==> config.mk <==
export PLATFORM = sky130hd
export DESIGN_NAME = vga_sync_receiver
export DESIGN_NICKNAME = d
export VERILOG_FILES = /design/src/rtl/vga_sync_receiver.sv
export SDC_FILE = /design/constraint.sdc
export NUM_CORES = 1
export LEC_CHECK = 0
export ABC_AREA = 0
export CAP_MARGIN = 20
export CORE_UTILIZATION = 40
export DETAILED_ROUTE_END_ITERATION = 6
export HOLD_SLACK_MARGIN = 0.08
export PLACE_DENSITY_LB_ADDON = 0.3
export SLEW_MARGIN = 20
export SYNTH_ARGS = -nofsm -noshare
export SYNTH_HDL_FRONTEND = slang
export SYNTH_SLANG_ARGS = --single-unit
==> constraint.sdc <==
create_clock -name Clk -period 3.4 [get_ports Clk]
set_input_delay 0.51 -clock Clk [delete_from_list [all_inputs] [get_ports Clk]]
set_output_delay 0.51 -clock Clk [all_outputs]
set_load 0.005 [all_outputs]
==> src/rtl/vga_sync_receiver.sv <==
// -----------------------------------------------------------------------------
// vga_sync_receiver
//   Receiving end of the VGA timing interface. Samples the sync/blank pins
//   driven by a VGA controller, recovers the active pixel coordinates and
//   measures the raster against the nominal timing, reporting lock and
//   sticky error flags.
//
// Ports
//   Clk          in   pixel clock, all logic on the rising edge
//   Reset_n      in   asynchronous active-low reset
//   VGA_HS       in   horizontal sync, active low
//   VGA_VS       in   vertical sync, active low
//   VGA_BLANK_N  in   high during active pixels
//   clr_err      in   synchronous clear of err_flags
//   locked       out  raster matched the timing for LOCK_FRAMES frames
//   frame_start  out  1-cycle pulse on VS fall while locked
//   pix_valid    out  RxX/RxY describe the current active pixel
//   RxX          out  active pixel index within the line
//   RxY          out  active line index within the frame
//   err_flags    out  sticky: [0] H period, [1] HS/VS width,
//                     [2] active width/height, [3] V period / no signal
// -----------------------------------------------------------------------------
module vga_sync_receiver #(
   parameter int H_TOTAL     = 800,
   parameter int H_ACTIVE    = 640,
   parameter int H_SYNC      = 96,
   parameter int V_TOTAL     = 525,
   parameter int V_ACTIVE    = 480,
   parameter int V_SYNC      = 2,
   parameter int LOCK_FRAMES = 2
) (
   input  logic       Clk,
   input  logic       Reset_n,
   input  logic       VGA_HS,
   input  logic       VGA_VS,
   input  logic       VGA_BLANK_N,
   input  logic       clr_err,
   output logic       locked,
   output logic       frame_start,
   output logic       pix_valid,
   output logic [9:0] RxX,
   output logic [9:0] RxY,
   output logic [3:0] err_flags
);

   // hcnt reads one less than the elapsed cycles (it is 0 the cycle after a
   // fall), so period and HS-width checks compare against N-1.
   localparam logic [9:0] H_LAST    = 10'(H_TOTAL - 1);
   localparam logic [9:0] HS_LAST   = 10'(H_SYNC - 1);
   localparam logic [9:0] X_END     = 10'(H_ACTIVE);
   localparam logic [9:0] Y_END     = 10'(V_ACTIVE);
   localparam logic [9:0] V_LINES   = 10'(V_TOTAL);
   localparam logic [9:0] VS_LINES  = 10'(V_SYNC);
   localparam logic [9:0] CNT_MAX   = 10'd1023;
   localparam logic [9:0] NOSIG_AT  = 10'd1022;
   localparam logic [7:0] GOOD_LOCK = 8'(LOCK_FRAMES);

   typedef enum logic [1:0] {SEARCH, ACQUIRE, LOCKED} state_t;

   state_t     state_reg, state_next;
   logic       hs_q_reg, vs_q_reg, bl_q_reg;
   logic       hs_d_reg, vs_d_reg, bl_d_reg;
   logic [9:0] hcnt_reg, hcnt_next;
   logic [9:0] xcnt_reg, xcnt_next;
   logic [9:0] ycnt_reg, ycnt_next;
   logic [9:0] vlines_reg, vlines_next;
   logic [9:0] vs_low_reg, vs_low_next;
   logic       h_ref_reg, h_ref_next;
   logic       v_ref_reg, v_ref_next;
   logic       frame_err_reg, frame_err_next;
   logic [7:0] good_reg, good_next;
   logic       locked_reg, frame_start_reg, pix_valid_reg;
   logic [9:0] rxx_reg, rxy_reg;

   logic       hs_fall, hs_rise, vs_fall, vs_rise, bl_fall;
   logic       nosig, frame_bad, lock_next;
   logic [9:0] lines_seen, ycnt_seen;
   logic [3:0] err_new;

   // Two register stages: the first is the sampled pin, the second the
   // previous sample used for edge detection. Idle syncs load as 1.
   always_ff @(posedge Clk or negedge Reset_n) begin
      if (!Reset_n) begin
         hs_q_reg <= 1'b1;
         vs_q_reg <= 1'b1;
         bl_q_reg <= 1'b1;
         hs_d_reg <= 1'b1;
         vs_d_reg <= 1'b1;
         bl_d_reg <= 1'b1;
      end else begin
         hs_q_reg <= VGA_HS;
         vs_q_reg <= VGA_VS;
         bl_q_reg <= VGA_BLANK_N;
         hs_d_reg <= hs_q_reg;
         vs_d_reg <= vs_q_reg;
         bl_d_reg <= bl_q_reg;
      end
   end

   assign hs_fall = hs_d_reg & ~hs_q_reg;
   assign hs_rise = ~hs_d_reg & hs_q_reg;
   assign vs_fall = vs_d_reg & ~vs_q_reg;
   assign vs_rise = ~vs_d_reg & vs_q_reg;
   assign bl_fall = bl_d_reg & ~bl_q_reg;

   // One-shot on the cycle hcnt would step onto its saturation value.
   assign nosig = (hcnt_reg == NOSIG_AT) & ~hs_fall;

   // An HS fall coincident with the VS fall belongs to the ending frame, and
   // a coincident BLANK_N fall closes the frame's last active line.
   assign lines_seen = vlines_reg + {9'd0, hs_fall};
   assign ycnt_seen  = ycnt_reg + {9'd0, bl_fall};

   // h_ref/v_ref mark that a reference edge has been seen, so the first
   // measurement after reset or loss of signal is not judged.
   assign err_new[0] = hs_fall & h_ref_reg & (hcnt_reg != H_LAST);
   assign err_new[1] = (hs_rise & h_ref_reg & (hcnt_reg != HS_LAST)) |
                       (vs_rise & v_ref_reg & (vs_low_reg != VS_LINES));
   assign err_new[2] = (bl_fall & h_ref_reg & (xcnt_reg != X_END)) |
                       (vs_fall & v_ref_reg & (ycnt_seen != Y_END));
   assign err_new[3] = (vs_fall & v_ref_reg & (lines_seen != V_LINES)) | nosig;

   assign frame_bad = frame_err_reg | (|err_new);

   always_comb begin
      hcnt_next      = hcnt_reg;
      xcnt_next      = xcnt_reg;
      ycnt_next      = ycnt_reg;
      vlines_next    = vlines_reg;
      vs_low_next    = vs_low_reg;
      h_ref_next     = h_ref_reg;
      v_ref_next     = v_ref_reg;
      frame_err_next = frame_err_reg | (|err_new);

      if (hs_fall)
         hcnt_next = 10'd0;
      else if (hcnt_reg != CNT_MAX)
         hcnt_next = hcnt_reg + 10'd1;

      if (hs_fall)
         xcnt_next = 10'd0;
      else if (bl_q_reg && xcnt_reg != CNT_MAX)
         xcnt_next = xcnt_reg + 10'd1;

      if (vs_fall)
         ycnt_next = 10'd0;
      else if (bl_fall && ycnt_reg != CNT_MAX)
         ycnt_next = ycnt_reg + 10'd1;

      if (vs_fall)
         vlines_next = 10'd0;
      else if (hs_fall && vlines_reg != CNT_MAX)
         vlines_next = vlines_reg + 10'd1;

      // Lines with VS low, counting an HS fall that coincides with VS fall.
      if (vs_fall)
         vs_low_next = {9'd0, hs_fall};
      else if (hs_fall && !vs_q_reg && vs_low_reg != CNT_MAX)
         vs_low_next = vs_low_reg + 10'd1;

      if (hs_fall)
         h_ref_next = 1'b1;
      else if (nosig)
         h_ref_next = 1'b0;

      if (vs_fall)
         v_ref_next = 1'b1;
      else if (nosig)
         v_ref_next = 1'b0;

      // Errors on the VS-fall cycle are charged to the frame that just ended.
      if (vs_fall)
         frame_err_next = 1'b0;
   end

   always_comb begin
      state_next = state_reg;
      good_next  = good_reg;
      case (state_reg)
         SEARCH: begin
            if (vs_fall) begin
               state_next = ACQUIRE;
               good_next  = 8'd0;
            end
         end
         ACQUIRE: begin
            if (vs_fall) begin
               if (frame_bad) begin
                  good_next = 8'd0;
               end else begin
                  good_next = good_reg + 8'd1;
                  if (good_reg + 8'd1 >= GOOD_LOCK)
                     state_next = LOCKED;
               end
            end
         end
         LOCKED: begin
            if (|err_new)
               state_next = SEARCH;
         end
         default: state_next = SEARCH;
      endcase
      if (nosig)
         state_next = SEARCH;
   end

   // Outputs follow the next state so they drop on the same edge the FSM
   // leaves LOCKED.
   assign lock_next = (state_next == LOCKED);

   always_ff @(posedge Clk or negedge Reset_n) begin
      if (!Reset_n) begin
         state_reg       <= SEARCH;
         good_reg        <= 8'd0;
         hcnt_reg        <= 10'd0;
         xcnt_reg        <= 10'd0;
         ycnt_reg        <= 10'd0;
         vlines_reg      <= 10'd0;
         vs_low_reg      <= 10'd0;
         h_ref_reg       <= 1'b0;
         v_ref_reg       <= 1'b0;
         frame_err_reg   <= 1'b0;
         locked_reg      <= 1'b0;
         frame_start_reg <= 1'b0;
         pix_valid_reg   <= 1'b0;
         rxx_reg         <= 10'd0;
         rxy_reg         <= 10'd0;
      end else begin
         state_reg       <= state_next;
         good_reg        <= good_next;
         hcnt_reg        <= hcnt_next;
         xcnt_reg        <= xcnt_next;
         ycnt_reg        <= ycnt_next;
         vlines_reg      <= vlines_next;
         vs_low_reg      <= vs_low_next;
         h_ref_reg       <= h_ref_next;
         v_ref_reg       <= v_ref_next;
         frame_err_reg   <= frame_err_next;
         locked_reg      <= lock_next;
         frame_start_reg <= vs_fall & (state_reg == LOCKED) & lock_next;
         pix_valid_reg   <= bl_q_reg & lock_next;
         if (bl_q_reg && lock_next) begin
            rxx_reg <= xcnt_reg;
            rxy_reg <= ycnt_reg;
         end
      end
   end

   // Sticky error bits; a new error outranks a simultaneous clear.
   generate
      for (genvar gi = 0; gi < 4; gi++) begin : g_err
         logic flag_reg;
         always_ff @(posedge Clk or negedge Reset_n) begin
            if (!Reset_n)
               flag_reg <= 1'b0;
            else if (err_new[gi])
               flag_reg <= 1'b1;
            else if (clr_err)
               flag_reg <= 1'b0;
         end
         assign err_flags[gi] = flag_reg;
      end
   endgenerate

   assign locked      = locked_reg;
   assign frame_start = frame_start_reg;
   assign pix_valid   = pix_valid_reg;
   assign RxX         = rxx_reg;
   assign RxY         = rxy_reg;

endmodule
Word level (Yosys, flattened, before mapping)
Cells that the tools add are included.
- register bits after elaboration: 96
- input bits: 6
- output and inout port bits: 27
- word-level logic and storage cells: 133
- eq/ne operators: 17
- reduce and logical (&&, ||, !) cells: 22
- $add $sub $neg: 8
- bitwise operators: 30
- muxes and demuxes: 30
- order comparisons: 1
- operators by type and width (cell ; count):
    two-way mux 10 bit ; 10
    != test 10 bit, second input constant ; 8
    adder 10 x 1 -> 10 bit, second input constant ; 5
    two-way mux 8 bit ; 3
    nonzero test 2 bit ; 12
    adder 10 x 1 -> 10 bit ; 2
    bitwise AND 1 bit ; 20
    case mux 8 bit (2 select lines) ; 1
    two-way mux 2 bit ; 6
    == test 10 bit, second input constant ; 1
    != test 10 x 2 -> 1 bit, second input constant ; 1
    != test 10 x 7 -> 1 bit, second input constant ; 1
    != test 10 x 9 -> 1 bit, second input constant ; 1
    two-way mux 1 bit ; 9
    adder 8 x 1 -> 8 bit, second input constant ; 1
    greater-or-equal comparator 8 x 2 -> 1 bit, second input constant ; 1
    logical AND 1 bit ; 6
    inverter 1 bit ; 6
    case mux 2 bit (3 select lines) ; 1
    == test 2 bit, second input constant ; 2
    != test 2 bit, second input constant ; 2
    OR 1 bit ; 4
    OR reduction 4 bit ; 1
    AND reduction 3 bit ; 1
    other kinds (3) ; 3

Depth between registers and ports, before layout
- depth after elaboration: 14
- mapped depth: 12
- gate-level depth less buffers: 10

Worst setup path before layout
Ideal clock, no wire load.
- kind: register to register
- from: register hs_q_reg
- to: register rxx_reg[0] (netlist: RxX[0])
- path buffers: 2
- stages on the path, launching flop included: 13
- data required time: 3275 ps
- library setup time: 125 ps
- slack: 324 ps
- clock period less this slack: 3076 ps
- data arrival time: 2951 ps
- cell sequence: dfstp_2 nand2b_1 inv_1 clkbuf_1 ha_1 ha_1 nor4bb_1 nand2_1 a21oi_1 o2111ai_1 nor4_4 buf_6 mux2_4
- word-level cells in the longest chain between the ends: 14
- elaborated cells on any way between the ends: 23
- those cells by class: add/sub: 1; eq/ne: 2; mux: 5; bitwise: 13; reduce/logical: 2
- ends and longest elaborated chain (item ; line ; source):
    start, declared ; 61 ; logic hs_q_reg, vs_q_reg, bl_q_reg;
    start signal, assigned ; 84 ; hs_q_reg <= 1'b1;
    start signal, assigned ; 91 ; hs_q_reg <= VGA_HS;
    inverter 1 bit ; 100 ; assign hs_fall = hs_d_reg & ~hs_q_reg;
    bitwise AND 1 bit ; 100 ;
    adder 10 x 1 -> 10 bit ; 111 ; assign lines_seen = vlines_reg + {9'd0, hs_fall};
    != test 10 bit ; 121 ; assign err_new[3] = (vs_fall & v_ref_reg & (lines_seen != V_LINES)) | nosig;
    bitwise AND 1 bit ; 121 ;
    OR 1 bit ; 121 ;
    OR reduction 4 bit ; 123, 198 ;
    OR 1 bit ; 123 ; assign frame_bad = frame_err_reg | (|err_new);
    two-way mux 2 bit ; 188 ; if (frame_bad) begin
    two-way mux 2 bit ; 187 ; if (vs_fall) begin
    case mux 2 bit (3 select lines) ; 179 ; case (state_reg)
    two-way mux 2 bit * ; 203 ; if (nosig)
    == test 2 bit * ; 209 ; assign lock_next = (state_next == LOCKED);
    logical AND 1 bit * ; 242 ; if (bl_q_reg && lock_next) begin
    end signal, assigned ; 243 ; rxx_reg <= xcnt_reg;
    end, declared ; 73 ; logic [9:0] rxx_reg, rxy_reg;
Mark *: on every way between the ends. The rest lies on a longest branch, timed or not.
A chain may end at the register's enable or synchronous reset.

Worst setup path in the final report
- from: register bl_d_reg
- to: register rxy_reg[0] (netlist: RxY[0])
- word-level cells in the longest chain between the ends: 13
- elaborated cells on any way between the ends: 16
- those cells by class: add/sub: 1; eq/ne: 2; mux: 5; bitwise: 6; reduce/logical: 2
- ends and longest elaborated chain (item ; line ; source):
    start, declared ; 62 ; logic hs_d_reg, vs_d_reg, bl_d_reg;
    start signal, assigned ; 96 ; bl_d_reg <= bl_q_reg;
    bitwise AND 1 bit * ; 104 ; assign bl_fall = bl_d_reg & ~bl_q_reg;
    adder 10 x 1 -> 10 bit ; 112 ; assign ycnt_seen = ycnt_reg + {9'd0, bl_fall};
    != test 10 x 9 -> 1 bit ; 120 ; (vs_fall & v_ref_reg & (ycnt_seen != Y_END));
    bitwise AND 1 bit ; 120 ;
    OR 1 bit * ; 119 ; assign err_new[2] = (bl_fall & h_ref_reg & (xcnt_reg != X_END)) |
    OR reduction 4 bit * ; 123, 198 ;
    OR 1 bit ; 123 ;
    two-way mux 2 bit ; 188 ;
    two-way mux 2 bit ; 187 ;
    case mux 2 bit (3 select lines) * ; 179 ;
    two-way mux 2 bit * ; 203 ;
    == test 2 bit * ; 209 ;
    logical AND 1 bit * ; 242 ;
    end signal, assigned ; 244 ; rxy_reg <= ycnt_reg;
    end, declared ; 73 ;
Marks and branches as above.

==> impl_metrics.py <==
metrics = {
    "final_layout": {
        "nNetsFinal": 524,
        "num_antenna_cells": 0,
        "final_cells": 656,
        "final_cell_area_mm2": 0.00569,
        "drive_gt1_frac": 0.118,
        "final_cell_mix": "dfrtp_1, nor2_1, clkdlybuf4s50_1",
        "final_common_cell": "dfrtp_1",
        "area_growth_pct": 15.6,
    },
    "worst_setup_path": {
        "critPathMostFrequentCell": "ha_1",
        "crit_slowest_cell": "dfstp_2",
        "crit_arrival_ns": 3.41,
        "slowest_delay_ns": 0.52,
        "crit_type": "register to register",
        "critPathMaxFanout": 21,
        "startpoint_type": "register",
        "crit_chain": "nor2b_1, ha_1, ha_1, nor4b_1, nand3_1, a211oi_1, o21ai_1, nor4_4, buf_12, mux2_1",
        "r2r_slack_ns": 0.21,
        "cp.required_ns": 3.63,
        "cp-end-kind": "register",
        "r2r_cells": 10,
    },
    "placement": {
        "gp_congestion": 0.829,
        "io_buffers": 32,
        "place_inst": 640,
        "place_area_mm2": 0.00541,
        "place_hpwl_um": 6710,
    },
    "grt": {
        "grt_overflow": 0,
        "grt_max_degree": 60,
        "antenna_found_initial": 0,
        "grt_pass1_wl_um": 16800,
        "grt_util_all_layers": 0.165,
        "grt_pass1_vias": 3546,
    },
    "power": {
        "comb_power_share": 0.091,
        "power_frac_seq": 0.514,
        "power_mw": 2.50,
        "internal_power_mw": 1.87,
        "p_sw_frac": 0.253,
        "switchingPower_mw": 0.632,
        "ir_drop_uv": 216,
        "clkPwrFrac": 0.395,
        "pwr_density_cell_mw_per_mm2": 440,
        "leakage_nw": 2.42,
    },
    "logic_synthesis": {
        "synth.yosys.warnings": 0,
        "yosys_most_used_dff": "dfrtp_1",
        "syn_avg_cell_area_um2": 10.5,
        "ys_seq_area_frac": 0.489,
        "synthArstFlopShare": 1.00,
        "synthesis.nets": 491,
        "synth_cell_types": 65,
        "synth_seq_cells": 96,
        "netlist_area_mm2": 0.00492,
        "synth_edf_count": 0,
        "synth_cells": 471,
    },
    "routing": {
        "wire_per_inst_um": 14.6,
        "drt-pass1-iter-count": 6,
        "antenna_violating_nets_post_route": 0,
        "vias_per_cell": 5.45,
        "drc": 0,
        "vias": 3576,
        "wl_um": 9600,
        "drt-initial-drc-count": 135,
    },
    "die": {
        "start_util": 0.410,
        "die-area_mm2": 0.0128,
        "die_h_um": 113,
        "io_pins": 33,
        "rows": 40,
        "die_w_um": 113,
        "coreArea_mm2": 0.0120,
    },
    "clock_network": {
        "clockBufferDepth": 2,
        "cts_resized": 0,
        "clk_latency_ns": 0.34,
        "h-tree-depth": 3,
        "cts_buffers": 9,
        "holdBufCountCts": 0,
        "clk_pin_slew_ns": 0.07,
        "clock-root-buffer": "clkbuf_16",
        "cts.sinks": 96,
        "post_cts_buffers": 0,
        "cts_tree": "built",
    },
    "timing": {
        "period_minus_slack_ns": 3.19,
        "fmax_mhz": 314,
        "setup_viol": 0,
        "slew-limit-headroom": 0.491,
        "finalMaxSlewViolations": 0,
        "fin_tns_setup_ns": 0,
        "hold_violations": 0,
        "hold_ws_ns": 0.235,
        "tightestPinTransition_ns": 0.763,
        "rsz0062_at_grt": "no",
        "skew_ns": 0.00755,
        "final.period_utilization": 0.937,
    },
    "worst_hold_path": {
        "hold_path_class": "input pin to asynchronous set/reset pin",
    },
    "run_status": {
        "status": "completed",
    },
    "flow_run": {
        "cap_violations": 0,
    },
}
through the flow:
step | setup WS (ns) | utilization
2_1_floorplan | 0.324 | -
3_3_place_gp | 0.342 | 0.450
3_5_place_dp | 0.253 | 0.450
4_1_cts | 0.240 | 0.474
5_1_grt | 0.0366 | 0.474
6_report | 0.213 | 0.474
per-layer routing:
metal | up-vias | track usage | wire [µm]
met1 | 1776 | 0.228 | 4680
met3 | 11 | 0.0305 | 294
met2 | 50 | 0.256 | 4470
li1 | 1739 | - | -
met4 | 0 | 0.0702 | 150
met5 | - | 0 | 0
Yosys cell counts, types with 2 or more instances:
cell type | number | share of area
a41oi_1 | 3 | 0.0053
and2_1 | 4 | 0.0051
or4_1 | 3 | 0.0046
nand4_1 | 17 | 0.022
a22o_1 | 4 | 0.0071
dfstp_2 | 6 | 0.032
mux2_4 | 19 | 0.058
nor4_1 | 3 | 0.0038
xor2_1 | 17 | 0.030
o32ai_1 | 2 | 0.0036
nand3_1 | 20 | 0.020
inv_1 | 19 | 0.014
or3b_2 | 2 | 0.0036
and4_1 | 4 | 0.0071
clkbuf_1 | 9 | 0.0069
ha_1 | 14 | 0.036
mux2i_1 | 3 | 0.0061
a21oi_1 | 12 | 0.012
a211oi_1 | 2 | 0.0030
or3_1 | 11 | 0.014
xnor2_1 | 19 | 0.034
buf_6 | 2 | 0.0046
nor2_1 | 65 | 0.050
buf_4 | 5 | 0.0076
nor3b_1 | 2 | 0.0030
nor3_1 | 11 | 0.011
nand3b_1 | 3 | 0.0046
o21a_1 | 2 | 0.0030
and3_1 | 4 | 0.0051
nor4b_1 | 2 | 0.0036
nor4bb_1 | 2 | 0.0041
nand2_1 | 26 | 0.020
o21ai_1 | 2 | 0.0020
nor2b_1 | 5 | 0.0064
o21ai_0 | 19 | 0.019
dfrtp_1 | 90 | 0.46
nand2b_1 | 4 | 0.0051
o31ai_1 | 4 | 0.0061
a31oi_1 | 4 | 0.0051
path summary, 6_finish.rpt:
kind / startpoint / to
worst min-delay path: Reset_n / vs_low_reg[6]
worst min register to register: hs_q_reg / hs_d_reg
worst max register to register: bl_d_reg / RxY[0]
worst max-delay path: bl_d_reg / RxY[0]
max in group asynchronous: Reset_n / RxX[0]
min in group Clk: hs_q_reg / hs_d_reg
logic make-up (layout without fill, tap and decap cells):
kind of cell,Yosys count,count (layout),synth area share
and+or+nand+nor,197,197,0.214
DFF,96,96,0.489
adders and majority gates,14,14,0.0356
xor gates and xnor gates,36,36,0.0640
AOI/OAI and AO/OA,69,69,0.0945
buffers and inverters,35,73,0.0335
muxes,24,24,0.0686
worst max-delay path, delay by kind of cell (launching register included):
family | cells | cell delay [ns]
AOI/OAI and AO/OA | 2 | 0.58
adders and majority gates | 2 | 0.49
buffers and inverters | 1 | 0.24
DFF | 1 | 0.52
muxes | 1 | 0.33
and+or+nand+nor | 4 | 0.90
power groups by stage:
stage	Sequential, mW	Combinational [mW]	Clock [mW]
3_5_place_dp	1.31	0.232	0
4_1_cts	1.29	0.233	1.01
5_1_grt	1.30	0.268	1.05
2_1_floorplan	1.28	0.163	0
3_3_place_gp	1.30	0.226	0
6_report	1.29	0.229	0.989
final cells by class:
cell class	count	area, µm²
fill	1118	6320
sequential	96	2410
multi-input combinational	340	2350
timing repair buffer	38	388
clock buffer	10	229
tap	147	184
inverter	19	71.3
clock inverter	6	60.1
Note: power is estimated with default switching activity, not from simulation.
